===== config.mk =====
export PLATFORM = sky130hd
export DESIGN_NAME = alu_md_control_unit
export DESIGN_NICKNAME = d
export VERILOG_FILES = /design/src/rtl/alu_md_control_unit.sv
export SDC_FILE = /design/constraint.sdc
export NUM_CORES = 1
export LEC_CHECK = 0
export CORE_UTILIZATION = 55
export CTS_BUF_LIST = sky130_fd_sc_hd__clkbuf_4 sky130_fd_sc_hd__clkbuf_8 sky130_fd_sc_hd__clkbuf_16
export DETAILED_ROUTE_END_ITERATION = 8
export DONT_BUFFER_PORTS = 1
export HOLD_SLACK_MARGIN = 0.1
export PLACE_DENSITY = 0.76
export SETUP_SLACK_MARGIN = 0.3
export SYNTH_ARGS = -nofsm -noshare
export SYNTH_HDL_FRONTEND = slang
export SYNTH_SLANG_ARGS = --single-unit

===== constraint.sdc =====
create_clock -name clk -period 9.3 [get_ports clk]
set_input_delay 0.465 -clock clk [delete_from_list [all_inputs] [get_ports clk]]
set_output_delay 0.465 -clock clk [all_outputs]
set_load 0.05 [all_outputs]

===== src/rtl/alu_md_control_unit.sv =====
// rtl/alu_md_control_unit.sv - ALU select decoder with an iterative RV32M multiply/divide engine
//
// Purpose: decodes ALUOp/func3/inst30 into a 4-bit ALU select for base integer
// ops, and runs M-extension ops (R-type, funct7[0]=1) on a one-bit-per-cycle
// shift-add / restoring-divide engine with a busy/done handshake for stalling.
//
// Ports:
//   clk, rst            clock, asynchronous active-high reset
//   ALUOp[1:0]          00 add, 01 sub, 10 func-decoded, 11 pass
//   func3[2:0]          instruction bits 14:12
//   inst30, inst25      instruction bits 30 and 25
//   isRType             opcode bit 5 (R-type vs I-type)
//   valid, flush        live instruction in EX / kill in-flight M op
//   rs1Data, rs2Data    operands
//   ALUSelection[3:0]   ALU select
//   mdSel               EX result comes from mdResult
//   mdResult            registered MUL/DIV result
//   mdBusy, mdDone      stall request / one-cycle result-valid pulse
//
// Build option: MD_ZERO_SKIP_EN - multiplies with a zero operand finish in one cycle.

module alu_md_control_unit #(
  parameter int XLEN  = 32,
  parameter int CNT_W = $clog2(XLEN) + 1
) (
  input  logic            clk,
  input  logic            rst,
  input  logic [1:0]      ALUOp,
  input  logic [2:0]      func3,
  input  logic            inst30,
  input  logic            inst25,
  input  logic            isRType,
  input  logic            valid,
  input  logic            flush,
  input  logic [XLEN-1:0] rs1Data,
  input  logic [XLEN-1:0] rs2Data,
  output logic [3:0]      ALUSelection,
  output logic            mdSel,
  output logic [XLEN-1:0] mdResult,
  output logic            mdBusy,
  output logic            mdDone
);

  // Select encodings, kept identical to the ALU_* values in defines.v
  localparam logic [3:0] ALU_ADD  = 4'd0;
  localparam logic [3:0] ALU_SUB  = 4'd1;
  localparam logic [3:0] ALU_SLL  = 4'd2;
  localparam logic [3:0] ALU_SLT  = 4'd3;
  localparam logic [3:0] ALU_SLTU = 4'd4;
  localparam logic [3:0] ALU_XOR  = 4'd5;
  localparam logic [3:0] ALU_SRL  = 4'd6;
  localparam logic [3:0] ALU_SRA  = 4'd7;
  localparam logic [3:0] ALU_OR   = 4'd8;
  localparam logic [3:0] ALU_AND  = 4'd9;
  localparam logic [3:0] ALU_PASS = 4'd10;

  localparam logic [CNT_W-1:0] LAST_STEP = CNT_W'(XLEN - 1);
  localparam logic [XLEN-1:0]  INT_MIN   = {1'b1, {(XLEN-1){1'b0}}};

  typedef enum logic [1:0] {S_IDLE, S_MUL, S_DIV, S_DONE} state_t;

  state_t state, state_nxt;

  logic [2*XLEN-1:0] acc;
  logic [XLEN-1:0]   opb;
  logic [CNT_W-1:0]  cnt;
  logic [2:0]        f3;
  logic              neg_p;  // product / quotient sign
  logic              neg_a;  // remainder sign (dividend)

  logic is_m, m_start;
  assign is_m    = (ALUOp == 2'b10) & isRType & inst25;
  assign mdSel   = is_m;
  assign m_start = valid & is_m & (state == S_IDLE) & ~flush;
  assign mdBusy  = m_start | (state == S_MUL) | (state == S_DIV);
  assign mdDone  = (state == S_DONE) & ~flush;

  always_comb begin
    ALUSelection = ALU_ADD;
    case (ALUOp)
      2'b00: ALUSelection = ALU_ADD;
      2'b01: ALUSelection = ALU_SUB;
      2'b11: ALUSelection = ALU_PASS;
      default: begin
        case (func3)
          3'd0: ALUSelection = (inst30 & isRType) ? ALU_SUB : ALU_ADD;
          3'd1: ALUSelection = ALU_SLL;
          3'd2: ALUSelection = ALU_SLT;
          3'd3: ALUSelection = ALU_SLTU;
          3'd4: ALUSelection = ALU_XOR;
          3'd5: ALUSelection = inst30 ? ALU_SRA : ALU_SRL;
          3'd6: ALUSelection = ALU_OR;
          default: ALUSelection = ALU_AND;
        endcase
      end
    endcase
    if (is_m) ALUSelection = ALU_PASS;
  end

  // Operand signedness: rs1 unsigned only for MULHU/DIVU/REMU; rs2 also for MULHSU
  logic a_signed, b_signed, sa, sb;
  logic [XLEN-1:0] abs_a, abs_b;
  assign a_signed = ~(func3[0] & (func3[1] | func3[2]));
  assign b_signed = a_signed & (func3 != 3'd2);
  assign sa       = a_signed & rs1Data[XLEN-1];
  assign sb       = b_signed & rs2Data[XLEN-1];
  assign abs_a    = sa ? -rs1Data : rs1Data;
  assign abs_b    = sb ? -rs2Data : rs2Data;

  // One-cycle exits from IDLE and the result they produce
  logic div_zero, div_ovf, mul_skip, special;
  logic [XLEN-1:0] special_res;
  assign div_zero = func3[2] & (rs2Data == '0);
  assign div_ovf  = func3[2] & ~func3[0] & (rs1Data == INT_MIN) & (rs2Data == '1);
`ifdef MD_ZERO_SKIP_EN
  assign mul_skip = ~func3[2] & ((rs1Data == '0) | (rs2Data == '0));
`else
  assign mul_skip = 1'b0;
`endif
  assign special = div_zero | div_ovf | mul_skip;

  always_comb begin
    special_res = '0;
    if (div_zero)     special_res = func3[1] ? rs1Data : '1;
    else if (div_ovf) special_res = func3[1] ? '0 : rs1Data;
  end

  // Iteration datapath: acc = {hi, lo}; MUL adds into hi and shifts right,
  // DIV shifts {rem, dividend} left and keeps the trial subtract when it fits.
  logic [XLEN:0]     mul_sum, rem_sh, div_diff;
  logic [2*XLEN-1:0] step_nxt, prod;
  logic [XLEN-1:0]   quo, rem, mul_res, div_res, final_res;

  always_comb begin
    mul_sum  = {1'b0, acc[2*XLEN-1:XLEN]} + (acc[0] ? {1'b0, opb} : '0);
    rem_sh   = {acc[2*XLEN-1:XLEN], acc[XLEN-1]};
    div_diff = rem_sh - {1'b0, opb};
    if (state == S_DIV)
      step_nxt = div_diff[XLEN] ? {rem_sh[XLEN-1:0], acc[XLEN-2:0], 1'b0}
                                : {div_diff[XLEN-1:0], acc[XLEN-2:0], 1'b1};
    else
      step_nxt = {mul_sum, acc[XLEN-1:1]};
    prod      = neg_p ? -step_nxt : step_nxt;
    mul_res   = (f3[1:0] == 2'b00) ? prod[XLEN-1:0] : prod[2*XLEN-1:XLEN];
    quo       = step_nxt[XLEN-1:0];
    rem       = step_nxt[2*XLEN-1:XLEN];
    div_res   = f3[1] ? (neg_a ? -rem : rem) : (neg_p ? -quo : quo);
    final_res = (state == S_DIV) ? div_res : mul_res;
  end

  always_ff @(posedge clk or posedge rst) begin
    if (rst) state <= S_IDLE;
    else     state <= state_nxt;
  end

  always_comb begin
    state_nxt = state;
    case (state)
      S_IDLE: if (m_start) begin
        if (special)       state_nxt = S_DONE;
        else if (func3[2]) state_nxt = S_DIV;
        else               state_nxt = S_MUL;
      end
      S_MUL, S_DIV: if (cnt == LAST_STEP) state_nxt = S_DONE;
      default: state_nxt = S_IDLE;
    endcase
    if (flush) state_nxt = S_IDLE;
  end

  always_ff @(posedge clk or posedge rst) begin
    if (rst) begin
      acc      <= '0;
      opb      <= '0;
      cnt      <= '0;
      f3       <= '0;
      neg_p    <= 1'b0;
      neg_a    <= 1'b0;
      mdResult <= '0;
    end else if (m_start) begin
      acc   <= {{XLEN{1'b0}}, abs_a};
      opb   <= abs_b;
      cnt   <= '0;
      f3    <= func3;
      neg_p <= sa ^ sb;
      neg_a <= sa;
      if (special) mdResult <= special_res;
    end else if ((state == S_MUL || state == S_DIV) && !flush) begin
      acc <= step_nxt;
      cnt <= cnt + CNT_W'(1);
      if (cnt == LAST_STEP) mdResult <= final_res;
    end
  end

endmodule


======== Word-level counts from Yosys, hierarchy flattened ========
Cells that the tools add are included.
storage, ports and cells
  word-level logic and storage cells ...... 105
  output and inout port bits .............. 39
  input bits .............................. 76
  flip-flop bits (word level) ............. 140
operators by class
  reduce and logical (&&, ||, !) cells .... 13
  bitwise operators ....................... 23
  equal/unequal tests ..................... 19
  mux-type cells .......................... 34
  add/sub/neg operators ................... 8
operators by type and width
  cell                                                  count
  two-way mux 32 bit                                    16
  two-way mux 64 bit                                    5
  negator 32 bit                                        4
  equality test 32 bit (second input constant)          2
  negator 64 bit                                        1
  adder 32 x 32 -> 33 bit                               1
  subtractor 33 x 32 -> 33 bit                          1
  zero test 32 bit                                      1
  one-hot mux 4 bit (7 select lines)                    1
  AND 1 bit                                             15
  two-way mux 6 bit                                     2
  one-hot mux 4 bit (3 select lines)                    1
  two-way mux 2 bit                                     5
  equality test 3 bit (second input constant)           3
  equality test 2 bit (second input constant)           4
  adder 6 x 1 -> 6 bit (second input constant)          1
  equality test 3 x 2 -> 1 bit (second input constant)  2
  equality test 6 x 5 -> 1 bit (second input constant)  1
  zero test 2 bit                                       3
  inequality test 3 bit (second input constant)         2
  equality test 2 x 1 -> 1 bit (second input constant)  2
  two-way mux 4 bit                                     1
  bitwise OR 1 bit                                      4
  one-hot mux 2 bit (2 select lines)                    1
  other kinds (14)                                      18

======== Longest topological paths before layout ========
  depth in word-level cells ............... 10
  gate-level depth with buffers ........... 25
  gate-level depth less buffers ........... 24

======== Worst setup path after synthesis ========
OpenSTA, ideal clock, no wires.
  kind .................................... register to register
  from .................................... reg acc[31]
  to ...................................... reg mdResult[28]
  data arrival time ....................... 5115 ps
  path slack .............................. 4059 ps
  cell stages (with the launch flop) ...... 23
  library setup time ...................... 126 ps
  period minus slack after synthesis ...... 5241 ps
  cells stage by stage .................... dfrtp_1 inv_1 ha_1 fa_1 nand2b_1 a211oi_1 o31a_1 a21o_2 a21oi_4 xnor2_1 buf_2 nor2_1 a21oi_1 ha_1 o21ai_0 nor2_1 o21a_1 nand3_1 or2_2 clkbuf_1 nor4_1 mux2_2 o32a_1
on the way
  cells in the longest elaborated chain, start to end .. 10
RTL lines
  item                                                      RTL line  source
  start, declared                                           64        logic [2*XLEN-1:0] acc;
  start signal, assigned                                    180       acc <= {{XLEN{1'b0}}, abs_a};
  start signal, assigned                                    188       acc <= step_nxt;
  subtractor 33 x 32 -> 33 bit                              137       div_diff = rem_sh - {1'b0, opb};
  two-way mux 64 bit                                        139       step_nxt = div_diff[XLEN] ? {rem_sh[XLEN-1:0], acc[XLEN-2:0], 1'b0}
  two-way mux 64 bit (*)                                    138       if (state == S_DIV)
  negator 64 bit or negator 32 bit (tied branches)          143, 147
  two-way mux 64 bit or two-way mux 32 bit (tied branches)  143, 147
  two-way mux 32 bit (on tied branches)                     144, 147
  two-way mux 32 bit (*)                                    148       final_res = (state == S_DIV) ? div_res : mul_res;
  two-way mux 32 bit (*)                                    190       if (cnt == LAST_STEP) mdResult <= final_res;
  two-way mux 32 bit (*)                                    187       end else if ((state == S_MUL || state == S_DIV) && !flush) begin
  two-way mux 32 bit (*)                                    179       end else if (m_start) begin
  end signal, assigned                                      186       if (special) mdResult <= special_res;
  end signal, assigned                                      190
  end, declared                                             39        output logic [XLEN-1:0] mdResult,
Every way passes the cells marked *; elsewhere a longest branch is shown, timed or not. The select of a mux whose other input is x is not followed.
A chain may end at the register's enable or synchronous reset.

======== Final worst setup path ========
  from .................................... reg acc[31]
  to ...................................... reg mdResult[30]
The elaborated chain is that of the path after synthesis.

==> results_dict.tcl <==
set metrics [dict create \
    outcome "finished clean" \
    skew_ns 0.0163 \
    design.core.area_mm2 0.0281 \
    ys_seq_area_share_pct 22.0 \
    via_per_inst 7.14 \
    peakVddDrop_mv 0.226 \
    die_x_um 172 \
    grt_usage_pct 41.5 \
    power.density_mw_per_mm2 412 \
    cts_tree "built" \
    setup_viol 0 \
    min_to "state[1]" \
    nets 2200 \
    drc 0 \
    final_hold_viol_count 0 \
    postPlaceCellArea_mm2 0.0161 \
    required_ns 9.63 \
    syn_area_mm2 0.0159 \
    fin_util_pct 59.4 \
    finalSetupTns_ns 0 \
    holdPathStages 1 \
    dp_hpwl_um 46300 \
    final-max-slew-violation-count 0 \
    worst-setup-path-type "reg -> reg" \
    syn2layout_area_growth_pct 5.00 \
    cts_made_buffers 17 \
    drt_iter0_drc 2653 \
    rows 61 \
    cp.arrival_ns 6.61 \
    dpl.cell_count 2405 \
    clk_path_buf_depth 2 \
    grt_pass1_wl_um 92600 \
    diodes 0 \
    io_pins 115 \
    finalNonFillerCells 2438 \
    hold_class "in -> reg" \
    maxCapViolCount 0 \
    final_common_cell "nand2_1" \
    start_kind "flip-flop" \
    leakagePower_nw 6.71 \
    gp_congestion 1.03 \
    min_period_over_period_pct 67.5 \
    relSlewSlack_pct 25.0 \
    fin_area_mm2 0.0167 \
    initial_core_util_pct 56.6 \
    drive_above_1_share_pct 5.49 \
    first_pass_iters 8 \
    cts-root-buf "clkbuf_16" \
    antenna_left 0 \
    die_area_mm2 0.0296 \
    post_cts_buffers 0 \
    vias 17400 \
    synth_flop_cell "dfrtp_1" \
    holdBufCountCts 1 \
    worstRegToRegCells 24 \
    wirelength_um 61300 \
    final_cell_mix "nand2_1 (217), o21ai_0 (196), nor2_1 (190)" \
    io_buffer_count 0 \
    gr-total-overflow 0 \
    die_h_um 172 \
    end_kind "flip-flop" \
    tightestPinTransition_ns 1.13 \
    synth_nets 2283 \
    ctsResizeCount 0 \
    rsz0062_at_grt "false" \
    ys_types 92 \
    grt_pass1_vias 15600 \
    cp_max_fo 15 \
    wire_per_inst_um 25.2 \
    synth_edf_count 0 \
    rr_endpoint "mdResult[30]" \
    synth_seq_cells 140 \
    synth_warnings 0 \
    cts_sinks 140 \
    async_flop_share_pct 100 \
    min_from "flush" \
    path_clk_slew_ns 0.08 \
    fin_crit_ns 6.28 \
    grt_max_degree 86 \
    antenna_found_initial 1 \
    clkLatencyLatePin_ns 0.45 \
    syn_inst 2130 \
    cts.htree.levels 4 \
    syn_avg_cell_area_um2 7.47 \
    r2r_start "acc[31]" \
    max_clock_freq_mhz 159 \
    fillers 2664 \
    r2r_slack_ns 3.02 \
]
## metrics by stage
| stage | hold WS (ns) | setup slack (ns) | power, mW |
|---|---|---|---|
| finish | 0.118 | 3.02 | 6.88 |
| detailed placement | 0.497 | 3.23 | 5.96 |
| CTS | 0.111 | 3.22 | 6.67 |
| global route | 0.122 | 2.80 | 7.26 |
| floorplan | 0.463 | 4.06 | 4.58 |
| global placement | 0.484 | 3.44 | 5.90 |
## state kept, by name (all words and copies together) (netlist names)
name,count
state,2
mdResult,32
neg_p,1
neg_a,1
opb,32
acc,64
cnt,6
f3,2
## area by class of cell
class	instances	area [um^2]	area share, %
clock buffer	22	475	2.85
multi-input combinational	1792	11700	70.0
timing repair buffer	26	198	1.18
sequential	140	3500	21.0
tap	378	473	2.83
inverter	70	268	1.60
clock inverter	10	91.3	0.547
## report_power, final
group	switching, mW	leakage (nW)	total (mW)	internal [mW]
Sequential	0.266	1.84	1.06	0.793
Combinational	3.37	4.58	5.12	1.75
Clock	0.310	0.281	0.701	0.391
Total	3.94	6.71	6.88	2.94
## cell usage after synthesis (all sizes together) (17+ instances only)
master  number  share of area, %
xnor2       87               4.8
xor2        78               4.3
nor2       191               4.5
nor4        25               1.0
a211oi      27               1.5
or3         20              0.79
a21oi      153               4.9
o31ai       37               1.7
o21a        22               1.0
mux2        17               1.2
nand2b      17              0.67
nand3       57               1.9
nor2b       17              0.67
nand2      217               5.1
o211ai      29               1.4
a21o        26               1.2
nand4       36               1.4
dfrtp      140                22
o221ai      31               1.7
and2        46               1.8
clkbuf      99               2.3
ha          75               5.9
buf         29              0.83
a22o        20               1.1
a31oi       33               1.3
nor3        61               1.9
o21ai      205               6.5
mux2i       47               3.0
inv         69               1.6
## layer usage
layer	up-vias	share of wire [%]	GRT usage, %
met4	2	3.8	15.5
met3	178	13	9.64
met2	1194	43	61.7
met5	-	0.021	0
met1	8275	41	58.0
li1	7768	-	-
## kinds of logic (layout without fill, tap and decap cells)
group,count (synthesis),in the layout,synth area share (%)
adder cells (fa/ha/maj),77,77,6.15
flip-flops,140,140,22.0
multiplexers,64,64,4.16
buffers and inverters,198,128,4.82
AND/OR/NAND/NOR,753,753,23.0
XOR/XNOR,165,165,9.14
AO/OA/AOI/OAI,733,733,30.7
## critical path: stages, from the launching register on
cell and delay (ns):
dfrtp_1 0.39, inv_1 0.08, ha_1 0.23, fa_1 0.40, nand2b_1 0.18, a211oi_1 0.37, o31a_1 0.35, a21o_2 0.29
a21oi_4 0.19, xnor2_2 0.22, nor2_1 0.17, a21oi_1 0.30, ha_1 0.23, o21ai_0 0.17, nor2_1 0.17, o21a_1 0.27
nand3_1 0.22, nor2_1 0.31, nand2_1 0.15, nor2_1 0.18, nand4_1 0.29, nor2_1 0.32, a311o_1 0.21, a21oi_1 0.08
o32a_1 0.37
## how the worst max path moves through the flow
stage             from            to  slack (ns)  cells after the start
2_1_floorplan  acc[31]  mdResult[28]        4.06                     22
3_3_place_gp   acc[48]  mdResult[30]        3.44                     22
3_5_place_dp   acc[48]  mdResult[30]        3.23                     22
4_1_cts        acc[48]  mdResult[30]        3.22                     22
5_1_grt        acc[31]  mdResult[30]        2.80                     24
6_report       acc[31]  mdResult[30]        3.02                     24
(Power assumes the default switching activity.)
